--- src/rtl/irq_ctrl_pkg.sv ---
// irq_ctrl shared types and constants.
// FSM encoding, default vector base, source-count bound.
package irq_ctrl_pkg;

  typedef enum logic [1:0] {
    IDLE = 2'd0,
    REQ  = 2'd1,
    SERV = 2'd2
  } state_t;

  localparam logic [15:0] VEC_BASE_DEF = 16'hFFF0;
  localparam int          NSRC_MAX     = 8;

  // Vector slots are two bytes apart; wraps in 16 bits.
  function automatic logic [15:0] vec_of(
    input logic [15:0] base,
    input logic [2:0]  idx
  );
    return base + {12'd0, idx, 1'b0};
  endfunction

endpackage

--- src/rtl/irq_prio.sv ---
// Lowest-index-wins priority encoder.
// Combinational; idx is 0 when no request is present.
module irq_prio #(
  parameter int N = 4
) (
  input  logic [N-1:0] req,
  output logic         any,
  output logic [2:0]   idx
);

  // Scan high to low so the lowest set bit is written last.
  always_comb begin
    any = |req;
    idx = '0;
    for (int i = N - 1; i >= 0; i--) begin
      if (req[i]) idx = 3'(i);
    end
  end

endmodule

--- src/rtl/irq_ctrl.sv ---
// Prioritised interrupt controller, IDLE/REQ/SERV handshake.
// Optional mask register: define IRQ_MASK_EN.
module irq_ctrl
  import irq_ctrl_pkg::*;
#(
  parameter int              NSRC      = 4,
  parameter logic [NSRC-1:0] EDGE_MASK = '1,
  parameter logic [15:0]     VEC_BASE  = VEC_BASE_DEF
) (
  input  logic            clock,
  input  logic            reset_n,
  input  logic            ce,
  input  logic [NSRC-1:0] src,
  input  logic            iflag,
  input  logic            ack,
  input  logic            eoi,
  input  logic            we,
  input  logic [NSRC-1:0] wd,
  output logic            irq,
  output logic [2:0]      id,
  output logic [15:0]     vec,
  output logic            active
);

  state_t          state, state_n;
  logic [2:0]      id_n;
  logic            armed;
  logic [NSRC-1:0] src_d;
  logic [NSRC-1:0] pend_e, pend_e_n;
  logic [NSRC-1:0] rise, clr;
  logic [NSRC-1:0] pending;
  logic [NSRC-1:0] en, blk, elig;
  logic            any;
  logic [2:0]      sel;

`ifdef IRQ_MASK_EN
  logic [NSRC-1:0] mask;

  // Mask register; bit 0 is forced on below (NMI).
  always_ff @(posedge clock or negedge reset_n) begin
    if (!reset_n) begin
      mask <= '1;
    end else if (ce && we) begin
      mask <= wd;
    end
  end

  assign en = mask | NSRC'(1);
`else
  logic unused_cfg;

  assign en         = '1;
  assign unused_cfg = ^{we, wd};
`endif

  // Edge detect; the first ce edge after reset only
  // primes src_d so a level held through reset is not an edge.
  assign rise = src & ~src_d & EDGE_MASK
              & {NSRC{armed}};

  assign pending = (pend_e & EDGE_MASK)
                 | (src & ~EDGE_MASK);

  // The I flag blocks everything except source 0.
  always_comb begin
    blk = '1;
    if (iflag) blk = NSRC'(1);
  end

  assign elig = pending & en & blk;

  irq_prio #(
    .N (NSRC)
  ) u_prio (
    .req (elig),
    .any (any),
    .idx (sel)
  );

  // Next state, id re-selection and ack clear.
  always_comb begin
    state_n = state;
    id_n    = id;
    clr     = '0;
    unique case (state)
      IDLE: begin
        if (any) begin
          state_n = REQ;
          id_n    = sel;
        end
      end
      REQ: begin
        if (ack) begin
          state_n = SERV;
          clr     = NSRC'(1) << id;
        end else if (any) begin
          id_n = sel;
        end else begin
          state_n = IDLE;
        end
      end
      SERV: begin
        if (eoi) state_n = IDLE;
      end
      default: state_n = IDLE;
    endcase
  end

  // A fresh edge beats the ack clear on the same cycle.
  assign pend_e_n = (pend_e & ~clr) | rise;

  // State and capture registers, advanced on ce only.
  always_ff @(posedge clock or negedge reset_n) begin
    if (!reset_n) begin
      state  <= IDLE;
      id     <= '0;
      armed  <= 1'b0;
      src_d  <= '0;
      pend_e <= '0;
    end else if (ce) begin
      state  <= state_n;
      id     <= id_n;
      armed  <= 1'b1;
      src_d  <= src;
      pend_e <= pend_e_n;
    end
  end

  assign irq    = (state == REQ);
  assign active = (state == SERV);
  assign vec    = vec_of(VEC_BASE, id);

endmodule

--- config.mk ---
export PLATFORM = sky130hd
export DESIGN_NAME = irq_ctrl
export DESIGN_NICKNAME = d
export VERILOG_FILES = /design/src/rtl/irq_ctrl_pkg.sv /design/src/rtl/irq_prio.sv /design/src/rtl/irq_ctrl.sv
export SDC_FILE = /design/constraint.sdc
export NUM_CORES = 1
export LEC_CHECK = 0
export BUFFER_PORTS_ARGS = -buffer_cell sky130_fd_sc_hd__buf_2
export CORE_MARGIN = 4
export CORE_UTILIZATION = 47
export CTS_CLUSTER_SIZE = 40
export DETAILED_ROUTE_END_ITERATION = 8
export PLACE_DENSITY = 0.81
export SETUP_SLACK_MARGIN = 0.1
export SYNTH_ARGS = -nofsm -noshare
export SYNTH_HDL_FRONTEND = slang
export SYNTH_SLANG_ARGS = --single-unit
--- constraint.sdc ---
create_clock -name clock -period 3.3 [get_ports clock]
set_input_delay 0.99 -clock clock [delete_from_list [all_inputs] [get_ports clock]]
set_output_delay 0.99 -clock clock [all_outputs]
set_load 0.05 [all_outputs]
# Yosys cells after proc, flatten, opt, wreduce, memory -nomap -nowiden
# Cells that the tools add are included.
[totals] ff_bits=14 output_inout_bits=21 inputBits=15
[classes] reduce_logical=5 bitwise=7 shifts=1 n_addsub=1 n_mux=15 n_eq_ne=6
[ops] operator="$and 4x4->4" n=4
[ops] operator="$mux 2" n=8
[ops] operator="$mux 4" n=3
[ops] operator="$not 4->4" n=2
[ops] operator="$add 5x5->6 const A" n=1
[ops] operator="$mux 3" n=2
[ops] operator="$ne 2x2->1 const B" n=3
[ops] operator="$pmux 2 s3" n=1
[ops] operator="$pmux 3 s2" n=1
[ops] operator="$or 4x4->4" n=1
[ops] operator="$reduce_and 4->1" n=1
[ops] operator="$reduce_or 4->1" n=1
[ops] operator="$shl 1x3->4 const A" n=1
[ops] operator="$ne 3x3->1 const B" n=1
[ops] operator="$reduce_and 3->1" n=1
[ops] operator="$eq 2x1->1 const B" n=1
[ops] operator="$eq 2x2->1 const B" n=1
[ops] operator="$logic_not 2->1" n=1
[ops] operator="$reduce_bool 2->1" n=1

# Logic depth before layout (Yosys ltp)
[depth] depth_word=9 ltp_mapped=5

# Cells and area by module
# From an unflattened synthesis, not the netlist that was laid out.
[unflattened] cells_unflattened=77 hier_area_um2=793.3
[modules_own_cells] module="irq_ctrl" instances=1 seq_area_each_um2=350.3 cells_each=68 area_per_inst_um2=747.0
[modules_own_cells] module="irq_prio" instances=1 seq_area_each_um2=0.0 cells_each=9 area_per_inst_um2=46.3

# Least setup slack after synthesis
# No wires, ideal clock.
[synth_timing] path_kind="register -> output" start="register state[1]" end="output port active" t_required_ps=2310 setup_slack_ps=1163 path_stages_with_launch=2 arrival_time_ps=1147 n_path_buf=0 path_cell_list="dfrtp_1 > nor2b_1"
[synth_via] elab_chain_cells=1
[synth_rtl] item="start, declared" line="irq_ctrl.sv:25" source="state_t state, state_n;"
[synth_rtl] item="start signal, assigned" line="irq_ctrl.sv:121" source="state <= state_n;"
[synth_rtl] item="$eq 2x2->1" line="irq_ctrl.sv:130" source="assign active = (state == SERV);"
[synth_rtl] item="end, declared" line="irq_ctrl.sv:22" source="output logic active"
# Every way passes these cells.

# Final worst setup path
[layout_timing] start="register state[0]" end="output port irq"
[layout_via] elab_chain_cells=1
[layout_rtl] item="$eq 2x1->1" line="irq_ctrl.sv:129" source="assign irq = (state == REQ);"
[layout_rtl] item="end, declared" line="irq_ctrl.sv:19" source="output logic irq,"
# Every way passes these cells.

==> qor.tcl <==
set qor(layout.cell_area.non_filler_um2) 767
set qor(unrepaired_setup_endpoints_after_global_routing) {no}
set qor(crit_path_max_incr_delay_ns) 0.46
set qor(layout.filler_cells) 139
set qor(antenna_found_initial) 0
set qor(setup-violations-final) 0
set qor(post_synth_mux_area_share_pct) 6.12
set qor(post_cts_resize_count) 0
set qor(ys.warnings.count) 0
set qor(timing_hold_violations_final) 0
set qor(grt_max_degree) 14
set qor(synth_largest_area_cell) {sky130_fd_sc_hd__dfrtp_1}
set qor(tritoncts) {yes}
set qor(outcome) {finished, final reports clean}
set qor(fraction_of_the_mapped_netlist_area_in_compound_gates_pct) 14.8
set qor(path_class) {reg -> out}
set qor(io_pins) 36
set qor(fin_nets) 103
set qor(postRouteAntennaNets) 0
set qor(flow.area_growth_from_synthesis_pct) 4.25
set qor(syn_avg_cell_area_um2) 10.1
set qor(multiInputGateArea_um2) 292
set qor(drt-vias-per-instance) 4.99
set qor(floorplan.die.width_um) 47.6
set qor(powerDensity_mw_per_mm2) 796
set qor(wl_mm) 1.27
set qor(synth_largest_type_area_fraction_pct) 44.2
set qor(dp_worst_setup_slack_ns) 1.32
set qor(synth_edf_count) 0
set qor(crit_fanout) 5
set qor(clock_skew_ns) 0.00530
set qor(detailedRoute.firstIterationViolations) 6
set qor(number_of_buffer_cells_added_on_primary_ports) 15
set qor(floorplan.initialDensity_pct) 49.4
set qor(crit_arrival_ns) 1.16
set qor(critical_path_required_ns) 2.31
set qor(ff_latch_area_um2) 325
set qor(power_switching_share_pct) 49.1
set qor(cp_num_buf_inv) 2
set qor(p_comb_share_pct) 44.1
set qor(maxSlewViolCount) 0
set qor(gp_congestion) 0.711
set qor(period_share_pct) 65.1
set qor(ir_drop_uv) 291
set qor(drt_drc_violations_left) 0
set qor(antenna_diode_count) 0
set qor(syn_area_um2) 736
set qor(power.share.sequential_pct) 40.1
set qor(path_cells) {inv_1 -> nor2_1 -> buf_2}
set qor(gr-total-overflow) 0
set qor(clock_power_share_pct) 15.8
set qor(clock_tree.htree_level_count) 1
set qor(worst_hold_path_type) {reg -> reg}
set qor(post_route_worst_setup_slack_ns) 1.15
set qor(num_vias) 514
set qor(clkSinkCount) 13
set qor(cts-buffers-inserted) 3
set qor(count_of_max_cap_constraint_violations) 0
set qor(synth_async_sr_flop_share_pct) 100
set qor(drt_first_pass_iters) 3
set qor(timing.setup.tns_ns) 0
set qor(static-leakage-power_nw) 0.397
set qor(critical-path-slowest-cell) {sky130_fd_sc_hd__dfrtp_1}
set qor(vias_in_the_first_global_route) 452
set qor(ys_seq_area_share_pct) 44.2
set qor(dpl.hpwl_mm) 1.06
set qor(synth-simple-area-share_pct) 11.1
set qor(yosys.area_share.xor_xnor_pct) 0
set qor(fp.dieArea_mm2) 0.00226
set qor(finalPower_mw) 0.611
set qor(synth_cell_types) 24
set qor(die_height_um) 47.6
set qor(finalCriticalPeriod_ns) 2.15
set qor(wl_per_cell_um) 12.3
set qor(crit_family) {flip-flops}
set qor(power_switching_mw) 0.300
set qor(synth_top_family_by_area) {buffers and inverters}
set qor(cellInternalPower_mw) 0.311
set qor(grt_first_pass_wirelength_mm) 1.97
set qor(worstSkewPairLatency_ns) 0.27
set qor(globalRouteTotalUtil_pct) 13.3
set qor(clockBufferDepth) 2
set qor(syn_inst) 73
set qor(synth-seq-cells) 13
set qor(synthAdderAreaFrac_pct) 0
set qor(final_cell_mix) {sky130_fd_sc_hd__conb_1 (15), sky130_fd_sc_hd__buf_2 (15), sky130_fd_sc_hd__dfrtp_1 (13)}
set qor(post_synth_main_area_contributors) {sky130_fd_sc_hd__dfrtp_1 (44%), sky130_fd_sc_hd__buf_4 (17%), sky130_fd_sc_hd__mux2_2 (6.1%), sky130_fd_sc_hd__o21ai_1 (4.1%), sky130_fd_sc_hd__nand2b_1 (3.4%)}
set qor(clock.fmax_mhz) 465
set qor(core.rowCount) 14
set qor(worst_setup_path_start_kind) {register}
set qor(synth-main-ff-cell) {sky130_fd_sc_hd__dfrtp_1}
set qor(clkSlewWorstSetupHoldPaths_ns) 0.07
set qor(dpl-instance-area_um2) 741
set qor(post_cts_setup_inserts) 0
set qor(core_area_mm2) 0.00149
set qor(drive_above_1_share_pct) 28.7
set qor(post_cts_hold_buffer_count) 0
set qor(clk_root_buffer_cell) {sky130_fd_sc_hd__clkbuf_4}
set qor(critPathCaptureType) {output port}
kinds of logic after synthesis:
kind of cell / after synthesis
flops: 13
simple gates: 14
mux: 4
other cells: 2
buf+inv: 25
compound gates: 15
per-layer routing:
layer  routed length [µm]  vias to the layer above  share of wire [%]  GRT usage, %
li1                     -                      240                  -             -
met1                  459                      251                 36          15.7
met2                  681                       21                 54          21.7
met3                  114                        2                9.0          2.26
met4                   13                        0                1.0          9.68
met5                    0                        -                  0             0
final cells by class:
cell class,count,area share (%)
flip-flops and latches,13,42.4
multi-input cells,48,38.0
repair buffers,15,9.79
inverters,7,3.75
clock buffers,4,3.43
well taps,16,2.61
synth_stat cells, types with 2 or more instances:
cell and n:
sky130_fd_sc_hd__conb_1 2, sky130_fd_sc_hd__inv_1 6, sky130_fd_sc_hd__nand2b_1 4, sky130_fd_sc_hd__nor2_1 2
sky130_fd_sc_hd__buf_4 17, sky130_fd_sc_hd__dfrtp_1 13, sky130_fd_sc_hd__and3_1 2, sky130_fd_sc_hd__o32ai_1 2
sky130_fd_sc_hd__o21ai_1 6, sky130_fd_sc_hd__o21ai_0 2, sky130_fd_sc_hd__mux2_2 4
through the flow:
stage               hold WS [ns]  utilization [%]  instances
floorplan                  0.439                -         86
global placement           0.450             49.7         99
detailed placement         0.466             49.7         99
CTS                        0.480             51.5        103
global route               0.502             51.5        103
finish                     0.475             51.5        103
state kept, by name, indices dropped and copies added, names as in the netlist:
name / count
state: 2
src_d: 4
id: 2
pend_e: 4
armed: 1
power groups by stage:
| stage | Combinational [mW] | Sequential [mW] | Clock, mW |
|---|---|---|---|
| after floorplan | 0.210 | 0.274 | 0 |
| after global placement | 0.264 | 0.242 | 0 |
| after detailed placement | 0.271 | 0.248 | 0 |
| after CTS | 0.271 | 0.245 | 0.102 |
| after global routing | 0.287 | 0.251 | 0.113 |
| final | 0.269 | 0.245 | 0.0965 |
worst paths after layout:
kind | slack (ns) | startpoint | cells after the start | endpoint
setup / recovery | 1.15 | state[0]$_DFFE_PN0P_ | 3 | irq
hold / removal | 0.47 | src_d[1]$_DFFE_PN0P_ | 1 | pend_e[1]$_DFFE_PN0P_
setup reg to reg | 2.08 | state[1]$_DFFE_PN0P_ | 4 | pend_e[0]$_DFFE_PN0P_
hold reg to reg | 0.47 | src_d[1]$_DFFE_PN0P_ | 1 | pend_e[1]$_DFFE_PN0P_
max in group asynchronous | 2.49 | reset_n | 1 | pend_e[2]$_DFFE_PN0P_
min in group asynchronous | 0.59 | reset_n | 1 | src_d[0]$_DFFE_PN0P_
Note: power is estimated with default switching activity, not from simulation.
